==> config.mk <==
export PLATFORM = sky130hd
export DESIGN_NAME = ps2_scancode_rx_flat
export DESIGN_NICKNAME = d
export VERILOG_FILES = /design/src/rtl/ps2_scancode_rx_if.sv /design/src/rtl/ps2_scancode_rx.sv /design/src/flat_wrapper.sv
export SDC_FILE = /design/constraint.sdc
export NUM_CORES = 1
export LEC_CHECK = 0
export BUFFER_PORTS_ARGS = -buffer_cell sky130_fd_sc_hd__buf_2
export CORE_MARGIN = 2
export CORE_UTILIZATION = 61
export DETAILED_ROUTE_END_ITERATION = 16
export PLACE_DENSITY = 0.84
export SETUP_SLACK_MARGIN = 0.4
export SYNTH_ARGS = -nofsm -noshare
export SYNTH_HDL_FRONTEND = slang
export SYNTH_SLANG_ARGS = --single-unit
==> constraint.sdc <==
create_clock -name clk -period 2.3 [get_ports clk]
set_clock_uncertainty 0.2 [all_clocks]
set_input_delay 0.23 -clock clk [delete_from_list [all_inputs] [get_ports clk]]
set_output_delay 0.23 -clock clk [all_outputs]
set_load 0.02 [all_outputs]
==> src/rtl/ps2_scancode_rx_if.sv <==
// Event/PS-2 signal bundle for ps2_scancode_rx; slave is the receiver side, master the driver/consumer side.
interface ps2_scancode_rx_if #(
    parameter int unsigned FIFO_DEPTH = 4
);
    localparam int unsigned CW = $clog2(FIFO_DEPTH) + 1;

    logic          wait_for_incoming_data;
    logic          start_receiving_data;
    logic          ps2_clk_posedge;
    logic          ps2_clk_negedge;
    logic          ps2_data;
    logic          event_ready;
    logic          event_valid;
    logic [7:0]    event_code;
    logic          event_extended;
    logic          event_break;
    logic [CW-1:0] fifo_count;
    logic          overflow;
    logic          parity_error;
    logic          framing_error;

    modport slave (
        input  wait_for_incoming_data, start_receiving_data, ps2_clk_posedge,
               ps2_clk_negedge, ps2_data, event_ready,
        output event_valid, event_code, event_extended, event_break,
               fifo_count, overflow, parity_error, framing_error
    );

    modport master (
        output wait_for_incoming_data, start_receiving_data, ps2_clk_posedge,
               ps2_clk_negedge, ps2_data, event_ready,
        input  event_valid, event_code, event_extended, event_break,
               fifo_count, overflow, parity_error, framing_error
    );
endinterface

==> src/rtl/ps2_scancode_rx.sv <==
// PS/2 frame receiver, E0/F0 prefix decoder and key-event FIFO.
// Define PS2_PARITY_CHECK_EN to enable odd-parity checking of received bytes.
module ps2_scancode_rx #(
    parameter int unsigned FIFO_DEPTH     = 4,
    parameter int unsigned TIMEOUT_CYCLES = 50000
) (
    input logic              clk,
    input logic              reset,
    ps2_scancode_rx_if.slave bus
);
    localparam int unsigned PW = $clog2(FIFO_DEPTH);
    localparam int unsigned CW = PW + 1;
    localparam int unsigned TW = $clog2(TIMEOUT_CYCLES + 1);
    localparam int unsigned EW = 10;

    typedef enum logic [2:0] {
        S_IDLE,
        S_WAIT,
        S_DATA,
        S_PARITY,
        S_STOP
    } state_t;

    state_t        state_q;
    logic [7:0]    shift_q;
    logic [2:0]    bit_cnt_q;
    logic          par_q;
    logic [TW-1:0] tmo_q;
    logic          ext_q;
    logic          brk_q;
    logic          byte_ok_q;
    logic [7:0]    byte_q;
    logic          framing_err_q;
    logic          parity_err_q;

    logic          parity_bad_c;
    logic          unused_c;

`ifdef PS2_PARITY_CHECK_EN
    assign parity_bad_c = ~(^{shift_q, par_q});
    assign unused_c     = bus.ps2_clk_negedge;
`else
    assign parity_bad_c = 1'b0;
    assign unused_c     = bus.ps2_clk_negedge ^ par_q;
`endif

    // Frame FSM, timeout watchdog and prefix flags
    always_ff @(posedge clk or negedge reset) begin
        if (!reset) begin
            state_q       <= S_IDLE;
            shift_q       <= '0;
            bit_cnt_q     <= '0;
            par_q         <= 1'b0;
            tmo_q         <= '0;
            ext_q         <= 1'b0;
            brk_q         <= 1'b0;
            byte_ok_q     <= 1'b0;
            byte_q        <= '0;
            framing_err_q <= 1'b0;
            parity_err_q  <= 1'b0;
        end else begin
            framing_err_q <= 1'b0;
            parity_err_q  <= 1'b0;
            byte_ok_q     <= 1'b0;

            if (byte_ok_q) begin
                if (byte_q == 8'hE0) begin
                    ext_q <= 1'b1;
                end else if (byte_q == 8'hF0) begin
                    brk_q <= 1'b1;
                end else begin
                    ext_q <= 1'b0;
                    brk_q <= 1'b0;
                end
            end

            case (state_q)
                S_IDLE: begin
                    if (bus.wait_for_incoming_data) begin
                        state_q <= S_WAIT;
                    end else if (bus.start_receiving_data) begin
                        state_q   <= S_DATA;
                        bit_cnt_q <= '0;
                        tmo_q     <= '0;
                    end
                end
                S_WAIT: begin
                    if (!bus.wait_for_incoming_data) begin
                        state_q <= S_IDLE;
                    end else if (bus.ps2_clk_posedge && !bus.ps2_data) begin
                        state_q   <= S_DATA;
                        bit_cnt_q <= '0;
                        tmo_q     <= '0;
                    end
                end
                S_DATA, S_PARITY, S_STOP: begin
                    if (bus.ps2_clk_posedge) begin
                        tmo_q <= '0;
                        if (state_q == S_DATA) begin
                            shift_q   <= {bus.ps2_data, shift_q[7:1]};
                            bit_cnt_q <= bit_cnt_q + 3'd1;
                            if (bit_cnt_q == 3'd7) begin
                                state_q <= S_PARITY;
                            end
                        end else if (state_q == S_PARITY) begin
                            par_q   <= bus.ps2_data;
                            state_q <= S_STOP;
                        end else begin
                            state_q       <= S_IDLE;
                            framing_err_q <= ~bus.ps2_data;
                            parity_err_q  <= parity_bad_c;
                            if (!bus.ps2_data || parity_bad_c) begin
                                ext_q <= 1'b0;
                                brk_q <= 1'b0;
                            end else begin
                                byte_ok_q <= 1'b1;
                                byte_q    <= shift_q;
                            end
                        end
                    end else if (tmo_q == TW'(TIMEOUT_CYCLES - 1)) begin
                        state_q       <= S_IDLE;
                        framing_err_q <= 1'b1;
                        ext_q         <= 1'b0;
                        brk_q         <= 1'b0;
                    end else begin
                        tmo_q <= tmo_q + TW'(1);
                    end
                end
                default: state_q <= S_IDLE;
            endcase
        end
    end

    logic [EW-1:0] mem_q [FIFO_DEPTH];
    logic [PW-1:0] wr_q;
    logic [PW-1:0] rd_q;
    logic [CW-1:0] count_q;
    logic          valid_q;
    logic [EW-1:0] head_q;
    logic          ovf_q;

    logic          push_c;
    logic [EW-1:0] push_data_c;
    logic          pop_c;
    logic          full_c;
    logic          do_push_c;
    logic [PW-1:0] wr_d;
    logic [PW-1:0] rd_d;
    logic [CW-1:0] count_d;
    logic [EW-1:0] head_d;
    logic          ovf_d;

    // FIFO next-state; head is re-registered so it tracks pushes into the read slot
    always_comb begin
        push_c      = byte_ok_q && (byte_q != 8'hE0) && (byte_q != 8'hF0);
        push_data_c = {ext_q, brk_q, byte_q};
        pop_c       = valid_q && bus.event_ready;
        full_c      = (count_q == CW'(FIFO_DEPTH));
        do_push_c   = push_c && (!full_c || pop_c);
        ovf_d       = push_c && full_c && !pop_c;
        wr_d        = do_push_c ? wr_q + PW'(1) : wr_q;
        rd_d        = pop_c ? rd_q + PW'(1) : rd_q;
        count_d     = count_q;
        if (do_push_c && !pop_c) begin
            count_d = count_q + CW'(1);
        end else if (!do_push_c && pop_c) begin
            count_d = count_q - CW'(1);
        end
        head_d = mem_q[rd_d];
        if (count_d == '0) begin
            head_d = '0;
        end else if (do_push_c && (wr_q == rd_d)) begin
            head_d = push_data_c;
        end
    end

    always_ff @(posedge clk or negedge reset) begin
        if (!reset) begin
            for (int i = 0; i < int'(FIFO_DEPTH); i++) begin
                mem_q[i] <= '0;
            end
            wr_q    <= '0;
            rd_q    <= '0;
            count_q <= '0;
            valid_q <= 1'b0;
            head_q  <= '0;
            ovf_q   <= 1'b0;
        end else begin
            if (do_push_c) begin
                mem_q[wr_q] <= push_data_c;
            end
            wr_q    <= wr_d;
            rd_q    <= rd_d;
            count_q <= count_d;
            valid_q <= (count_d != '0);
            head_q  <= head_d;
            ovf_q   <= ovf_d;
        end
    end

    assign bus.event_valid    = valid_q;
    assign bus.event_extended = head_q[9];
    assign bus.event_break    = head_q[8];
    assign bus.event_code     = head_q[7:0];
    assign bus.fifo_count     = count_q;
    assign bus.overflow       = ovf_q;
    assign bus.parity_error   = parity_err_q;
    assign bus.framing_error  = framing_err_q;
endmodule

==> src/flat_wrapper.sv <==
// flat-port wrapper written by rule: the top's interface ports become plain ports
module ps2_scancode_rx_flat 
#(
    parameter int unsigned FIFO_DEPTH     = 4,
    parameter int unsigned TIMEOUT_CYCLES = 50000
)
  (clk, reset, bus_wait_for_incoming_data, bus_start_receiving_data, bus_ps2_clk_posedge, bus_ps2_clk_negedge, bus_ps2_data, bus_event_ready, bus_event_valid, bus_event_code, bus_event_extended, bus_event_break, bus_fifo_count, bus_overflow, bus_parity_error, bus_framing_error);
  ps2_scancode_rx_if #(.FIFO_DEPTH(FIFO_DEPTH)) bus_i ();
  input logic clk;
  input logic reset;
  input wire logic [$bits(bus_i.wait_for_incoming_data)-1:0] bus_wait_for_incoming_data;
  input wire logic [$bits(bus_i.start_receiving_data)-1:0] bus_start_receiving_data;
  input wire logic [$bits(bus_i.ps2_clk_posedge)-1:0] bus_ps2_clk_posedge;
  input wire logic [$bits(bus_i.ps2_clk_negedge)-1:0] bus_ps2_clk_negedge;
  input wire logic [$bits(bus_i.ps2_data)-1:0] bus_ps2_data;
  input wire logic [$bits(bus_i.event_ready)-1:0] bus_event_ready;
  output wire logic [$bits(bus_i.event_valid)-1:0] bus_event_valid;
  output wire logic [$bits(bus_i.event_code)-1:0] bus_event_code;
  output wire logic [$bits(bus_i.event_extended)-1:0] bus_event_extended;
  output wire logic [$bits(bus_i.event_break)-1:0] bus_event_break;
  output wire logic [$bits(bus_i.fifo_count)-1:0] bus_fifo_count;
  output wire logic [$bits(bus_i.overflow)-1:0] bus_overflow;
  output wire logic [$bits(bus_i.parity_error)-1:0] bus_parity_error;
  output wire logic [$bits(bus_i.framing_error)-1:0] bus_framing_error;
  assign bus_i.wait_for_incoming_data = bus_wait_for_incoming_data;
  assign bus_i.start_receiving_data = bus_start_receiving_data;
  assign bus_i.ps2_clk_posedge = bus_ps2_clk_posedge;
  assign bus_i.ps2_clk_negedge = bus_ps2_clk_negedge;
  assign bus_i.ps2_data = bus_ps2_data;
  assign bus_i.event_ready = bus_event_ready;
  assign bus_event_valid = bus_i.event_valid;
  assign bus_event_code = bus_i.event_code;
  assign bus_event_extended = bus_i.event_extended;
  assign bus_event_break = bus_i.event_break;
  assign bus_fifo_count = bus_i.fifo_count;
  assign bus_overflow = bus_i.overflow;
  assign bus_parity_error = bus_i.parity_error;
  assign bus_framing_error = bus_i.framing_error;
  ps2_scancode_rx #(.FIFO_DEPTH(FIFO_DEPTH), .TIMEOUT_CYCLES(TIMEOUT_CYCLES)) u_core (.clk(clk), .reset(reset), .bus(bus_i));
endmodule
==> flow_summary.json <==
{
  "outcome": "finished, final reports clean",
  "die_h_um": 94.85,
  "fmax_mhz": 454.3,
  "ys.flop_type": "dfrtp_1",
  "rsz0062_at_grt": "yes",
  "initial_utilization_pct": 62.21,
  "pwr-share-clk_pct": 14.6,
  "wl_per_cell_um": 21.85,
  "drv_slew": 0,
  "cts_sinks": 101,
  "final_nets": 553,
  "wl_mm": 14.10,
  "pwr-share-comb_pct": 50.2,
  "antennaDiodeCount": 0,
  "post-route-period-util_pct": 95.71,
  "grt_usage_pct": 31.25,
  "cts_made_buffers": 9,
  "hold_depth": 3,
  "synthCells": 449,
  "end_kind": "flop",
  "async_reset_ff_share_pct": 100.0,
  "core_area_um2": 8093,
  "swShare_pct": 41.59,
  "area_growth_pct": 29.35,
  "ir_drop_mv": 0.7680,
  "num_rows": 33,
  "vias": 4246,
  "finalPower_mw": 7.015,
  "clock_latency_ps": 370,
  "ys_seq_elements": 101,
  "cts_buffer_depth": 2,
  "synthTopCellsByCount": "dfrtp_1 (101), nand2_1 (73), mux2_2 (44)",
  "firstDrtPassIters": 6,
  "worst_slew_pin_slew_ps": 632.4,
  "seqPwrFrac_pct": 35.3,
  "rr_worst_depth": 7,
  "detail_route.iter0.violations": 280,
  "synth_top_area_share_pct": 50.20,
  "crit_fanout": 7,
  "critical_path_required_ps": 2390,
  "drv_cap": 0,
  "yosysMostFrequentCell": "dfrtp_1",
  "intPower_mw": 4.098,
  "synth_edf_count": 0,
  "slew_headroom_pct": 57.84,
  "fillCellCount": 434,
  "yosysTopAreaCell": "dfrtp_1",
  "cts_tree": "built",
  "p_sw_mw": 2.918,
  "dp_worst_setup_slack_ps": 26.34,
  "grt_max_degree": 41,
  "antenna_found_initial": 0,
  "p_per_area_nw_per_um2": 1077,
  "arrival_ps": 2290,
  "io_pins": 25,
  "io_buffers": 22,
  "synthesis.area_um2": 5035,
  "via_per_inst": 6.583,
  "timing.hold.ws_ps": 128.0,
  "setup_viol": 0,
  "grt_pass1_wl_mm": 21.22,
  "synthDistinctLibCells": 61,
  "postRouteAntennaNets": 0,
  "layout_setup_ws_ps": 98.64,
  "postSynthAreaPerCell_um2": 11.21,
  "clockRootBuffer": "clkbuf_8",
  "grt_pass1_vias": 4158,
  "worstSetupStartpointType": "flop",
  "cellLeakagePower_nw": 3.135,
  "utilization_pct": 80.47,
  "htreeDepth": 3,
  "ys_warn_count": 0,
  "finalInstanceArea_um2": 6513,
  "syn_nets": 467,
  "dp.cells": 583,
  "grt_overflow_total": 0,
  "hp-class": "input pin to flop",
  "die_w_um": 94.85,
  "synthTopCellsByArea": "dfrtp_1 (50%), mux2_2 (9.8%), nand2_1 (5.4%)",
  "instances_no_fill": 645,
  "ys_seq_area_share_pct": 50.20,
  "dp_hpwl_mm": 7.198,
  "tns_ps": 0,
  "min_period_ps": 2201,
  "die_area_um2": 8997,
  "gp_congestion": 0.8411,
  "finalHoldViolCount": 0,
  "drive_above_1_share_pct": 44.07,
  "place_area_um2": 5474,
  "post-route-drc-count": 0,
  "worstSetupPathType": "flop to flop",
  "clk_pin_slew_ps": 100
}
## cell type report
type | instances | area, um^2 | area share (%)
clock buffers | 10 | 127.6 | 1.960
clock inverters | 6 | 38.79 | 0.5956
inverters | 12 | 48.80 | 0.7493
multi-input cells | 320 | 2846 | 43.71
flip-flops and latches | 101 | 2540 | 39.00
well taps | 105 | 131.4 | 2.017
repair buffers | 91 | 779.5 | 11.97
## kinds of logic after synthesis
kind of cell | synth area share [%]
xor+xnor | 0.8697
other cells | 0.07448
compound gates | 15.73
mux | 11.33
simple gates | 15.76
flops | 50.20
fa+ha+maj | 2.485
buf+inv | 3.553
## path summary, 6_finish.rpt
kind / from / endpoint / slack, ps
min in group asynchronous: reset / u_core.mem_q[31] / 180
max in group asynchronous: reset / u_core.mem_q[34] / 1100
hold / removal: bus_wait_for_incoming_data / u_core.state_q[0] / 130
setup / recovery: u_core.tmo_q[1] / u_core.tmo_q[15] / 100
hold reg to reg: u_core.mem_q[11] / u_core.mem_q[11] / 310
setup reg to reg: u_core.tmo_q[1] / u_core.tmo_q[15] / 100
## critical path, stage by stage (launching register included)
cell and delay [ps]:
dfrtp_1 400, ha_2 210, and3_4 160, nand4_1 170, o22ai_4 140, buf_12 160
or4_1 510, a21oi_1 160
## routing by layer
metal / GRT usage (%) / share of wire [%] / vias up
met3: 7.342 / 6.5 / 71
met4: 13.77 / 4.7 / 0
met2: 52.54 / 51 / 225
met1: 38.47 / 37 / 2116
met5: 0 / 0 / -
li1: - / - / 1834
## registers in the layout, indices dropped and copies added (netlist names)
register	count
u_core.bit_cnt_q	3
u_core.brk_q	1
u_core.bus.event_valid	1
u_core.bus.fifo_count	3
u_core.bus.framing_error	1
u_core.bus.overflow	1
u_core.byte_ok_q	1
u_core.byte_q	8
u_core.ext_q	1
u_core.head_q	10
u_core.mem_q	40
u_core.rd_q	2
u_core.shift_q	8
u_core.state_q	3
u_core.tmo_q	16
u_core.wr_q	2
## repair_timing
item                                    in CTS  in global routing
buffers inserted                            23                 12
pin swaps                                   21                 17
resized for setup                           75                 42
endpoints found under the setup margin      80                 83
hold endpoints to repair                    39                  0
hold buffers                                 3                  0
gates cloned                                 7                  1
## power groups by stage
stage | Sequential [mW] | Clock [mW] | Combinational, mW
after floorplan | 2.53 | 0 | 1.77
after global placement | 2.44 | 0 | 2.53
after detailed placement | 2.47 | 0 | 2.62
after CTS | 2.45 | 1.02 | 3.13
after global routing | 2.53 | 1.11 | 3.75
final | 2.47 | 1.02 | 3.52
## placed cells by master, fill, tap and decap left out, types with 4 or more instances in the layout
cell type,instances
a211oi_1,11
a21oi_1,6
a21oi_2,11
a22oi_2,10
a311o_1,10
and3_1,11
buf_12,4
buf_2,21
buf_4,51
buf_6,9
clkbuf_8,9
clkinv_2,4
dfrtp_1,91
dfrtp_2,10
ha_1,8
inv_1,9
mux2_2,9
mux2_4,38
nand2_1,68
nand2_4,10
nand2b_1,4
nand3_1,8
nand4_1,6
nor2_1,7
o21ai_0,5
o21ai_2,4
o21ai_4,5
o31ai_1,9
or3_1,5
or4_1,5
or4_4,4
xnor2_1,5
(Power assumes the default switching activity.)
